$ cat config.mk
export PLATFORM = sky130hd
export DESIGN_NAME = brick_wall_ctrl_flat
export DESIGN_NICKNAME = d
export VERILOG_FILES = /design/src/rtl/brick_wall_ctrl_pkg.sv /design/src/rtl/brick_wall_ctrl_if.sv /design/src/rtl/brick_wall_ctrl_locate.sv /design/src/rtl/brick_wall_ctrl.sv /design/src/flat_wrapper.sv
export SDC_FILE = /design/constraint.sdc
export NUM_CORES = 1
export LEC_CHECK = 0
export ABC_CLOCK_PERIOD_IN_PS = 7400
export CAP_MARGIN = 20
export CORE_UTILIZATION = 59
export CTS_CLUSTER_SIZE = 28
export DETAILED_ROUTE_END_ITERATION = 7
export GPL_ROUTABILITY_DRIVEN = 0
export PLACE_DENSITY = 0.86
export SLEW_MARGIN = 20
export SYNTH_ARGS = -nofsm -noshare
export SYNTH_HDL_FRONTEND = slang
export SYNTH_HIERARCHICAL = 1
export SYNTH_SLANG_ARGS = --single-unit
$ cat constraint.sdc
create_clock -name clk -period 7.4 [get_ports clk]
set_clock_uncertainty 0.1 [all_clocks]
set_input_delay 0.74 -clock clk [delete_from_list [all_inputs] [get_ports clk]]
set_output_delay 0.74 -clock clk [all_outputs]
set_load 0.02 [all_outputs]
$ cat src/rtl/brick_wall_ctrl_pkg.sv
// Shared geometry defaults, brick index types and controller state for the brick wall.
package brick_pkg;
  localparam int ROWS       = 4;
  localparam int COLS       = 8;
  localparam int BRICK_W    = 32;
  localparam int BRICK_H    = 16;
  localparam int WALL_X     = 64;
  localparam int WALL_Y     = 48;
  localparam int NUM_BRICKS = ROWS * COLS;
  localparam int CNT_W      = $clog2(NUM_BRICKS + 1);
  localparam int ROW_W      = $clog2(ROWS);
  localparam int COL_W      = $clog2(COLS);

  typedef logic [ROW_W-1:0] row_t;
  typedef logic [COL_W-1:0] col_t;

  typedef enum logic {RUN, CLEARED} state_t;
endpackage

$ cat src/rtl/brick_wall_ctrl_if.sv
// Bundle of frame/scan/hit inputs and draw/score outputs between the game and the wall controller.
interface brick_wall_if #(parameter int CNT_W = brick_pkg::CNT_W);
  logic             startOfFrame;
  logic             newLevel;
  logic [10:0]      pixelX;
  logic [10:0]      pixelY;
  logic             hitReq;
  logic [10:0]      hitX;
  logic [10:0]      hitY;
  logic [10:0]      offsetX;
  logic [10:0]      offsetY;
  logic             InsideRectangle;
  logic             brickHitPulse;
  logic [CNT_W-1:0] bricksLeft;
  logic             levelCleared;

  modport master (
    output startOfFrame, newLevel, pixelX, pixelY, hitReq, hitX, hitY,
    input  offsetX, offsetY, InsideRectangle, brickHitPulse, bricksLeft, levelCleared
  );
  modport slave (
    input  startOfFrame, newLevel, pixelX, pixelY, hitReq, hitX, hitY,
    output offsetX, offsetY, InsideRectangle, brickHitPulse, bricksLeft, levelCleared
  );
endinterface

$ cat src/rtl/brick_wall_ctrl_locate.sv
// Combinational pixel -> wall membership, brick row/col and in-brick offset.
module brick_locate #(
  parameter int ROWS    = 4,
  parameter int COLS    = 8,
  parameter int BRICK_W = 32,
  parameter int BRICK_H = 16,
  parameter int WALL_X  = 64,
  parameter int WALL_Y  = 48
) (
  input  logic [10:0]              px_i,
  input  logic [10:0]              py_i,
  output logic                     in_wall_o,
  output logic [$clog2(ROWS)-1:0]  row_o,
  output logic [$clog2(COLS)-1:0]  col_o,
  output logic [10:0]              off_x_o,
  output logic [10:0]              off_y_o
);
  localparam int LOG_W = $clog2(BRICK_W);
  localparam int LOG_H = $clog2(BRICK_H);

  logic [11:0] x12, y12, rel_x, rel_y;

  // 12-bit compare keeps the upper bound from wrapping near the 11-bit limit.
  always_comb begin
    x12       = {1'b0, px_i};
    y12       = {1'b0, py_i};
    rel_x     = x12 - 12'(WALL_X);
    rel_y     = y12 - 12'(WALL_Y);
    in_wall_o = (x12 >= 12'(WALL_X)) && (x12 < 12'(WALL_X + COLS * BRICK_W)) &&
                (y12 >= 12'(WALL_Y)) && (y12 < 12'(WALL_Y + ROWS * BRICK_H));
    row_o     = '0;
    col_o     = '0;
    off_x_o   = '0;
    off_y_o   = '0;
    if (in_wall_o) begin
      row_o   = ($clog2(ROWS))'(rel_y >> LOG_H);
      col_o   = ($clog2(COLS))'(rel_x >> LOG_W);
      off_x_o = 11'(rel_x & 12'(BRICK_W - 1));
      off_y_o = 11'(rel_y & 12'(BRICK_H - 1));
    end
  end
endmodule

$ cat src/rtl/brick_wall_ctrl.sv
// Brick wall alive/pending state, frame-deferred brick removal and one-cycle registered draw path.
module brick_wall_ctrl
  import brick_pkg::*;
#(
  parameter int ROWS    = brick_pkg::ROWS,
  parameter int COLS    = brick_pkg::COLS,
  parameter int BRICK_W = brick_pkg::BRICK_W,
  parameter int BRICK_H = brick_pkg::BRICK_H,
  parameter int WALL_X  = brick_pkg::WALL_X,
  parameter int WALL_Y  = brick_pkg::WALL_Y
) (
  input  logic         clk,
  input  logic         resetN,
  brick_wall_if.slave  bus
);
  localparam int NUM   = ROWS * COLS;
  localparam int CNT_W = $clog2(NUM + 1);
  localparam int IDX_W = $clog2(NUM);
  localparam int RW    = $clog2(ROWS);
  localparam int CW    = $clog2(COLS);

  logic              d_in, h_in;
  logic [RW-1:0]     d_row, h_row;
  logic [CW-1:0]     d_col, h_col;
  logic [10:0]       d_off_x, d_off_y, hit_unused_off_x, hit_unused_off_y;
  logic [IDX_W-1:0]  d_idx, h_idx;

  logic [NUM-1:0]    alive_q, alive_d, pending_q, pending_d;
  logic [CNT_W-1:0]  cnt_q, cnt_d;
  state_t            state_q, state_d;
  logic              pulse_q, pulse_d, inside_q, inside_d, accept;
  logic [10:0]       off_x_q, off_y_q;

  brick_locate #(.ROWS(ROWS), .COLS(COLS), .BRICK_W(BRICK_W), .BRICK_H(BRICK_H),
                 .WALL_X(WALL_X), .WALL_Y(WALL_Y)) u_draw_loc (
    .px_i(bus.pixelX), .py_i(bus.pixelY), .in_wall_o(d_in), .row_o(d_row),
    .col_o(d_col), .off_x_o(d_off_x), .off_y_o(d_off_y));

  brick_locate #(.ROWS(ROWS), .COLS(COLS), .BRICK_W(BRICK_W), .BRICK_H(BRICK_H),
                 .WALL_X(WALL_X), .WALL_Y(WALL_Y)) u_hit_loc (
    .px_i(bus.hitX), .py_i(bus.hitY), .in_wall_o(h_in), .row_o(h_row),
    .col_o(h_col), .off_x_o(hit_unused_off_x), .off_y_o(hit_unused_off_y));

  assign d_idx = IDX_W'(d_row * COLS + d_col);
  assign h_idx = IDX_W'(h_row * COLS + h_col);

  // A brick already pending cannot be hit again before it is committed.
  assign accept = (state_q == RUN) && bus.hitReq && !bus.newLevel && h_in &&
                  alive_q[h_idx] && !pending_q[h_idx];

  always_comb begin
    alive_d   = alive_q;
    pending_d = pending_q;
    cnt_d     = cnt_q;
    state_d   = state_q;
    pulse_d   = 1'b0;
    inside_d  = d_in && alive_q[d_idx] && (state_q == RUN);
    if (bus.newLevel) begin
      alive_d   = '1;
      pending_d = '0;
      cnt_d     = CNT_W'(NUM);
      state_d   = RUN;
    end else begin
      if (bus.startOfFrame) begin
        alive_d   = alive_q & ~pending_q;
        pending_d = '0;
        if (state_q == RUN && cnt_q == '0) state_d = CLEARED;
      end
      // Applied after the commit so a same-cycle hit survives into the next frame.
      if (accept) begin
        pending_d[h_idx] = 1'b1;
        cnt_d            = cnt_q - 1'b1;
        pulse_d          = 1'b1;
      end
    end
  end

  always_ff @(posedge clk or negedge resetN) begin
    if (!resetN) begin
      alive_q   <= '1;
      pending_q <= '0;
      cnt_q     <= CNT_W'(NUM);
      state_q   <= RUN;
      pulse_q   <= 1'b0;
      inside_q  <= 1'b0;
      off_x_q   <= '0;
      off_y_q   <= '0;
    end else begin
      alive_q   <= alive_d;
      pending_q <= pending_d;
      cnt_q     <= cnt_d;
      state_q   <= state_d;
      pulse_q   <= pulse_d;
      inside_q  <= inside_d;
      off_x_q   <= d_off_x;
      off_y_q   <= d_off_y;
    end
  end

  assign bus.offsetX         = off_x_q;
  assign bus.offsetY         = off_y_q;
  assign bus.InsideRectangle = inside_q;
  assign bus.brickHitPulse   = pulse_q;
  assign bus.bricksLeft      = cnt_q;
  assign bus.levelCleared    = (state_q == CLEARED);
endmodule
$ cat src/flat_wrapper.sv
// flat-port wrapper written by rule: the top's interface ports become plain ports
module brick_wall_ctrl_flat import brick_pkg::*;
#(
  parameter int ROWS    = brick_pkg::ROWS,
  parameter int COLS    = brick_pkg::COLS,
  parameter int BRICK_W = brick_pkg::BRICK_W,
  parameter int BRICK_H = brick_pkg::BRICK_H,
  parameter int WALL_X  = brick_pkg::WALL_X,
  parameter int WALL_Y  = brick_pkg::WALL_Y
)
  (clk, resetN, bus_startOfFrame, bus_newLevel, bus_pixelX, bus_pixelY, bus_hitReq, bus_hitX, bus_hitY, bus_offsetX, bus_offsetY, bus_InsideRectangle, bus_brickHitPulse, bus_bricksLeft, bus_levelCleared);
  brick_wall_if bus_i ();
  input  logic clk;
  input  logic resetN;
  input wire logic [$bits(bus_i.startOfFrame)-1:0] bus_startOfFrame;
  input wire logic [$bits(bus_i.newLevel)-1:0] bus_newLevel;
  input wire logic [$bits(bus_i.pixelX)-1:0] bus_pixelX;
  input wire logic [$bits(bus_i.pixelY)-1:0] bus_pixelY;
  input wire logic [$bits(bus_i.hitReq)-1:0] bus_hitReq;
  input wire logic [$bits(bus_i.hitX)-1:0] bus_hitX;
  input wire logic [$bits(bus_i.hitY)-1:0] bus_hitY;
  output wire logic [$bits(bus_i.offsetX)-1:0] bus_offsetX;
  output wire logic [$bits(bus_i.offsetY)-1:0] bus_offsetY;
  output wire logic [$bits(bus_i.InsideRectangle)-1:0] bus_InsideRectangle;
  output wire logic [$bits(bus_i.brickHitPulse)-1:0] bus_brickHitPulse;
  output wire logic [$bits(bus_i.bricksLeft)-1:0] bus_bricksLeft;
  output wire logic [$bits(bus_i.levelCleared)-1:0] bus_levelCleared;
  assign bus_i.startOfFrame = bus_startOfFrame;
  assign bus_i.newLevel = bus_newLevel;
  assign bus_i.pixelX = bus_pixelX;
  assign bus_i.pixelY = bus_pixelY;
  assign bus_i.hitReq = bus_hitReq;
  assign bus_i.hitX = bus_hitX;
  assign bus_i.hitY = bus_hitY;
  assign bus_offsetX = bus_i.offsetX;
  assign bus_offsetY = bus_i.offsetY;
  assign bus_InsideRectangle = bus_i.InsideRectangle;
  assign bus_brickHitPulse = bus_i.brickHitPulse;
  assign bus_bricksLeft = bus_i.bricksLeft;
  assign bus_levelCleared = bus_i.levelCleared;
  brick_wall_ctrl #(.ROWS(ROWS), .COLS(COLS), .BRICK_W(BRICK_W), .BRICK_H(BRICK_H), .WALL_X(WALL_X), .WALL_Y(WALL_Y)) u_core (.clk(clk), .resetN(resetN), .bus(bus_i));
endmodule
==> run summary, run 1 <==
FINISH
-----------------------------------------------------------------------------------------------
Share of cells above drive strength 1 ............................................        21.2%
Fin cells ........................................................................          604
Final layout net count ...........................................................          549
Post-synthesis to final-layout area growth .......................................        20.9%
Number of diodes .................................................................            0

GLOBAL ROUTE
-----------------------------------------------------------------------------------------------
Vias in the first global route ...................................................         3851
Pin count of the biggest net entering global routing .............................           74
Combined global-route utilization of all metal layers ............................        29.2%
Number of antenna violations at the first check in global routing ................            0
Total congestion overflow ........................................................            0
Wire length of the first global-routing pass .....................................     19500 um

WORST SETUP PATH
-----------------------------------------------------------------------------------------------
CP required ......................................................................      7600 ps
Arrival time worst endpoint ......................................................      5000 ps
Top delay family on crit path .................................................... simple AND/OR/NAND/NOR gates
Startpoint of the worst-slack reg-to-reg timing path ............................. u_core/pending_q[15]
Biggest fanout along the worst timing path .......................................           35
Reg2reg end ...................................................................... u_core/pending_q[30]
Critical path buffers and inverters ..............................................            2
Cells traversed along the worst timing path ...................................... clkdlybuf4s50_1 > ha_1 > nor4b_1 > a21oi_2 > nor4_2 > buf_4 > mux4_2 > nor3b_1 > a211o_1 > or3b_4 > nor2_4 > a32o_1
Kind of critical path ............................................................       in2reg
Setup slack of the most critical reg-to-reg path .................................      4480 ps
Kind of launch point of the worst setup path ..................................... primary input
Logic depth of the worst register-to-register path ...............................            6
Sort of element at the end of the critical path ..................................    flip-flop
Cell with the largest stage delay on the worst path .............................. sky130_fd_sc_hd__nor2_4
Largest stage delay, worst path ..................................................       650 ps

CLOCK NETWORK
-----------------------------------------------------------------------------------------------
Clk Tree Root Cell ............................................................... sky130_fd_sc_hd__clkbuf_8
TritonCTS buffer count ...........................................................            9
H-tree Lvls ......................................................................            3
Post-CTS setup buffer count ......................................................            0
Clock latency at the later pin of the worst-skew pair ............................       370 ps
Max Buffers Root-to-Sink .........................................................            2
Resized cells post-CTS ...........................................................            0
CTS tree .........................................................................         done
Clock input transition at the sequential cells of the worst setup and hold paths .       100 ps
Hold buffers post-CTS ............................................................            0
Clock sink count .................................................................           95

TIMING
-----------------------------------------------------------------------------------------------
Worst Tran Pin Value .............................................................       882 ps
Setup repair after global routing missed its margin ..............................        false
Count of endpoints failing hold in the final timing report .......................            0
Remaining max-slew budget at the tightest pin ....................................        41.2%
Final slew viol count ............................................................            0
Highest attainable clock frequency ...............................................      208 MHz
Setup violations, final ..........................................................            0
Total negative slack .............................................................         0 ps
Min Tclk post-route ..............................................................      4810 ps
Period utilization ...............................................................        64.9%

POWER AND IR DROP
-----------------------------------------------------------------------------------------------
Leakage power total ..............................................................      2.23 nW
Power density cells ..............................................................  156 nW/um^2
Maximum vdd drop .................................................................   0.000138 V

DRT
-----------------------------------------------------------------------------------------------
Detailed Route Iter0 Violations ..................................................          352
Routed vias ......................................................................         3962
First-pass iteration count of the detailed router ................................            7
# DRC ............................................................................            1
Average via count per standard cell ..............................................         6.56
Post-DRT Antenna Nets ............................................................            0
Routed wire length ...............................................................     12200 um
Average wire per standard cell ...................................................      20.1 um

YOSYS
-----------------------------------------------------------------------------------------------
Synthesized instance count .......................................................          424
Cell area after technology mapping ...............................................    4980 um^2
Average footprint of a synthesized cell ..........................................    11.8 um^2
Count of synthesis-stage warnings from yosys .....................................            6

FLOORPLANNING
-----------------------------------------------------------------------------------------------
Top-Level Pins ...................................................................           80
Number of placement rows .........................................................           33
Initial Util .....................................................................        61.0%
Die area .........................................................................    8820 um^2
Horizontal die dimension .........................................................      93.9 um
Die Height .......................................................................      93.9 um
CORE AREA ........................................................................    8180 um^2

OUTCOME
-----------------------------------------------------------------------------------------------
Failing checks ................................................................... design-rule violations
Outcome .......................................................................... finished, violations left

RUN
-----------------------------------------------------------------------------------------------
Max-cap violation count ..........................................................            0

PLACED DESIGN
-----------------------------------------------------------------------------------------------
Quantity of I/O buffers inserted on ports ........................................           79
Number of placed instances with taps included ....................................          587
Detail Placement HPWL ............................................................      8460 um

HOLD PATH
-----------------------------------------------------------------------------------------------
Worst min path class .............................................................     in2async

placed cells by master (no fill, tap or decap), types with 5 or more instances in the layout:
cell type and count:
sky130_fd_sc_hd__a21o_1 33, sky130_fd_sc_hd__a32o_1 32, sky130_fd_sc_hd__buf_4 13, sky130_fd_sc_hd__clkbuf_8 9, sky130_fd_sc_hd__clkdlybuf4s50_1 78, sky130_fd_sc_hd__conb_1 13
sky130_fd_sc_hd__dfrtp_1 62, sky130_fd_sc_hd__dfstp_2 33, sky130_fd_sc_hd__ha_1 6, sky130_fd_sc_hd__inv_1 7, sky130_fd_sc_hd__mux2i_1 21, sky130_fd_sc_hd__mux4_2 16
sky130_fd_sc_hd__nand2_1 47, sky130_fd_sc_hd__nand2b_1 9, sky130_fd_sc_hd__nand3_1 7, sky130_fd_sc_hd__nor2_1 12, sky130_fd_sc_hd__nor4_1 9, sky130_fd_sc_hd__nor4_2 7
sky130_fd_sc_hd__nor4b_1 7, sky130_fd_sc_hd__nor4b_2 5, sky130_fd_sc_hd__o221ai_1 5, sky130_fd_sc_hd__or3_1 6
routing by layer:
metal  track usage, %  share of wire [%]  vias to the layer above
li1                 -                  -                     1727
met1             38.8                 41                     2007
met2             48.1                 49                      201
met3             5.10                8.0                       27
met4             10.8                2.0                        0
met5                0                  0                        -
sequential cells by signal, summed over array words and instances (netlist names):
| name | flops |
|---|---|
| u_core/bus.bricksLeft | 6 |
| u_core/bus.offsetY | 11 |
| u_core/bus.offsetX | 11 |
| u_core/bus.InsideRectangle | 1 |
| u_core/bus.levelCleared | 1 |
| u_core/pending_q | 32 |
| u_core/bus.brickHitPulse | 1 |
| u_core/alive_q | 32 |
metrics by stage:
stage	power (W)	hold WS (ps)	instance area, um^2	worst slack (ps)	util [%]
floorplan	0.000570	344	5030	3530	-
global placement	0.000616	393	5810	2040	71.1
detailed placement	0.000618	411	5820	2310	71.2
CTS	0.000951	154	6020	2700	73.6
global route	0.000982	160	6020	2430	73.7
finish	0.000942	145	6020	2590	73.7
how the worst max path moves through the flow:
stage | end | cells after the start | start
floorplan | u_core/bus.bricksLeft[3] | 12 | bus_hitX[7]
global placement | u_core/bus.bricksLeft[0] | 12 | bus_hitX[6]
detailed placement | u_core/pending_q[0] | 12 | bus_hitX[6]
CTS | u_core/pending_q[30] | 12 | bus_hitX[6]
finish | u_core/pending_q[30] | 12 | bus_hitX[6]
global route | u_core/pending_q[19] | 12 | bus_hitX[6]
cell type report:
type | count | area [um^2]
Clock inverter | 7 | 73.8
Multi-Input combinational cell | 290 | 2370
Sequential cell | 95 | 2420
Tap cell | 105 | 131
Timing Repair Buffer | 91 | 878
Clock buffer | 9 | 124
Inverter | 7 | 26.3
Fill cell | 581 | 2150
power by group:
group,internal [W],leakage (nW),switching (W),total (W)
clock network,0.000133,0.101,0.000200,0.000333
registers,0.000524,1.18,0.000000989,0.000525
logic,0.0000384,0.944,0.0000461,0.0000846
Power figures use the tool's default switching activity.
==> run 2, diff against run 1 <==
--- a/config.mk
+++ b/config.mk
@@ -5,13 +5,13 @@
 export SDC_FILE = /design/constraint.sdc
 export NUM_CORES = 1
 export LEC_CHECK = 0
-export ABC_CLOCK_PERIOD_IN_PS = 7400
+export ABC_CLOCK_PERIOD_IN_PS = 4600
 export CAP_MARGIN = 20
-export CORE_UTILIZATION = 59
+export CORE_UTILIZATION = 55
 export CTS_CLUSTER_SIZE = 28
 export DETAILED_ROUTE_END_ITERATION = 7
 export GPL_ROUTABILITY_DRIVEN = 0
-export PLACE_DENSITY = 0.86
+export PLACE_DENSITY = 0.81
 export SLEW_MARGIN = 20
 export SYNTH_ARGS = -nofsm -noshare
 export SYNTH_HDL_FRONTEND = slang
==> constraint.sdc (replaced) <==
create_clock -name clk -period 4.6 [get_ports clk]
set_clock_uncertainty 0.1 [all_clocks]
set_input_delay 0.46 -clock clk [delete_from_list [all_inputs] [get_ports clk]]
set_output_delay 0.46 -clock clk [all_outputs]
set_load 0.02 [all_outputs]
==> run 2 against run 1 <==
The run now ends clean. Clock power is 54% higher. Final area increased by 0.73%. Die area increased by 7.1%. Critical path type unchanged. Largest power group unchanged.
==> run summary, run 2 (synthesis gave the netlist of run 1 again) <==
CLOCK NETWORK
-----------------------------------------------------------------------------------------------
Clock latency at the later pin of the worst-skew pair ............................       360 ps
Clk Tree Root Cell ............................................................... sky130_fd_sc_hd__clkbuf_8
H-tree Lvls ......................................................................            3
Clock sink count .................................................................           95
Resized cells post-CTS ...........................................................            0
Clock input transition at the sequential cells of the worst setup and hold paths .       100 ps
CTS tree .........................................................................         done
Hold buffers post-CTS ............................................................            0
TritonCTS buffer count ...........................................................            9
Max Buffers Root-to-Sink .........................................................            2
Post-CTS setup buffer count ......................................................            0

TIMING
-----------------------------------------------------------------------------------------------
Remaining max-slew budget at the tightest pin ....................................        36.5%
Setup repair after global routing missed its margin ..............................        false
Worst Tran Pin Value .............................................................       943 ps
Count of endpoints failing hold in the final timing report .......................            0
Setup violations, final ..........................................................            0
Total negative slack .............................................................         0 ps
Period utilization ...............................................................        90.0%
Highest attainable clock frequency ...............................................      242 MHz
Min Tclk post-route ..............................................................      4140 ps
Worst-case setup margin in the final layout ......................................       461 ps
Final slew viol count ............................................................            0

FLOORPLANNING
-----------------------------------------------------------------------------------------------
CORE AREA ........................................................................    8760 um^2
Horizontal die dimension .........................................................      97.2 um
Initial Util .....................................................................        56.9%
Number of placement rows .........................................................           34
Die Height .......................................................................      97.2 um
Die area .........................................................................    9450 um^2
Top-Level Pins ...................................................................           80

WORST SETUP PATH
-----------------------------------------------------------------------------------------------
Kind of launch point of the worst setup path ..................................... primary input
Arrival time worst endpoint ......................................................      4320 ps
Sort of element at the end of the critical path ..................................    flip-flop
CP required ......................................................................      4780 ps
Kind of critical path ............................................................       in2reg
Biggest fanout along the worst timing path .......................................           18

FINISH
-----------------------------------------------------------------------------------------------
Final layout net count ...........................................................          557
Leading cell type in the layout, fill and taps excluded .......................... sky130_fd_sc_hd__clkdlybuf4s50_1
Top library cells by usage in the layout, fill and taps aside .................... sky130_fd_sc_hd__clkdlybuf4s50_1, sky130_fd_sc_hd__dfrtp_1, sky130_fd_sc_hd__nand2_1
Number of diodes .................................................................            0
Post-synthesis to final-layout area growth .......................................        21.7%
Share of cells above drive strength 1 ............................................        22.3%
Final-layout fill cell count .....................................................          663
Leading registers by flop count .................................................. u_core/alive_q (32), u_core/pending_q (32)

OUTCOME
-----------------------------------------------------------------------------------------------
Outcome ..........................................................................    completed

GLOBAL ROUTE
-----------------------------------------------------------------------------------------------
Combined global-route utilization of all metal layers ............................        28.1%
Pin count of the biggest net entering global routing .............................           62
Vias in the first global route ...................................................         4107
Number of antenna violations at the first check in global routing ................            0
Wire length of the first global-routing pass .....................................     21000 um
Total congestion overflow ........................................................            0

POWER AND IR DROP
-----------------------------------------------------------------------------------------------
Maximum vdd drop .................................................................   0.000217 V
Power density cells ..............................................................  246 nW/um^2
Leakage power total ..............................................................      2.26 nW

DRT
-----------------------------------------------------------------------------------------------
First-pass iteration count of the detailed router ................................            6
Routed vias ......................................................................         3990
Average via count per standard cell ..............................................         6.49
# DRC ............................................................................            0
Routed wire length ...............................................................     12400 um
Detailed Route Iter0 Violations ..................................................          367
Average wire per standard cell ...................................................      20.2 um
Post-DRT Antenna Nets ............................................................            0

PLACED DESIGN
-----------------------------------------------------------------------------------------------
Quantity of I/O buffers inserted on ports ........................................           79
Worst setup slack after placement ................................................      89.5 ps
Detail Placement HPWL ............................................................      8840 um

RUN
-----------------------------------------------------------------------------------------------
Max-cap violation count ..........................................................            0

HOLD PATH
-----------------------------------------------------------------------------------------------
Worst min path class .............................................................     in2async

==> run 2: changes by cell type in the layout (fill, tap and decap cells not counted) <==
| cell | previous run | this run |
|---|---|---|
| sky130_fd_sc_hd__nor2_2 | 0 | 1 |
| sky130_fd_sc_hd__clkinvlp_4 | 0 | 2 |
| sky130_fd_sc_hd__clkinv_8 | 1 | 0 |
| sky130_fd_sc_hd__buf_4 | 13 | 21 |
| sky130_fd_sc_hd__inv_8 | 2 | 0 |
| sky130_fd_sc_hd__clkbuf_1 | 0 | 1 |
| sky130_fd_sc_hd__nor2_4 | 1 | 0 |
| sky130_fd_sc_hd__inv_6 | 2 | 1 |
| sky130_fd_sc_hd__clkbuf_8 | 9 | 10 |
==> run 2: power by group <==
part           internal [W]  switching, W
Sequential         0.000842    0.00000156
Combinational     0.0000621     0.0000753
Clock              0.000215      0.000298
Total               0.00112      0.000375
==> run 2: layout make-up <==
type	count	area [um^2]	area share (%)
Clock buffer	11	141	2.33
Tap cell	108	135	2.23
Timing Repair Buffer	99	938	15.5
Sequential cell	95	2420	39.9
Multi-Input combinational cell	290	2370	39.0
Inverter	7	26.3	0.433
Clock inverter	5	41.3	0.681
==> run 2: final timing paths <==
| path | endpoint | cells past startpoint | start | slack (ps) |
|---|---|---|---|---|
| hold / removal | u_core/bus.offsetY[1] | 1 | resetN | 50 |
| setup / recovery | u_core/bus.bricksLeft[3] | 12 | bus_hitX[6] | 460 |
| hold reg to reg | u_core/alive_q[3] | 1 | u_core/alive_q[3] | 420 |
| max in group asynchronous | u_core/alive_q[23] | 2 | resetN | 3350 |
| setup reg to reg | u_core/bus.bricksLeft[3] | 6 | u_core/pending_q[9] | 1960 |
| min in group clk | u_core/alive_q[3] | 1 | u_core/alive_q[3] | 420 |
==> run 2: per-layer routing <==
layer,vias up,wire length (um),GRT usage [%]
met4,0,439,10.4
li1,1735,-,-
met5,-,0,0
met3,42,820,5.61
met1,2006,5060,36.9
met2,207,6110,46.3
==> run 2: metrics by stage <==
step	instances	cell area [um^2]	total power, W	util, %	hold slack, ps
after detailed placement	599	5880	0.000997	67.1	407
final	615	6070	0.00149	69.2	49.1
after global routing	615	6070	0.00155	69.2	117
after CTS	615	6070	0.00151	69.2	77.8
after global placement	599	5880	0.000993	67.1	398
after floorplan	436	5030	0.000917	-	64.4
==> run 2: critical path: stages <==
cell                              delay [ps]
sky130_fd_sc_hd__clkdlybuf4s50_1         530
sky130_fd_sc_hd__ha_1                    160
sky130_fd_sc_hd__nor4b_1                 290
sky130_fd_sc_hd__a21oi_2                 170
sky130_fd_sc_hd__nor4_2                  430
sky130_fd_sc_hd__buf_4                   370
sky130_fd_sc_hd__mux4_2                  350
sky130_fd_sc_hd__and2_1                  180
sky130_fd_sc_hd__a221oi_2                240
sky130_fd_sc_hd__or3b_4                  450
sky130_fd_sc_hd__or4_1                   520
sky130_fd_sc_hd__a21oi_1                 160
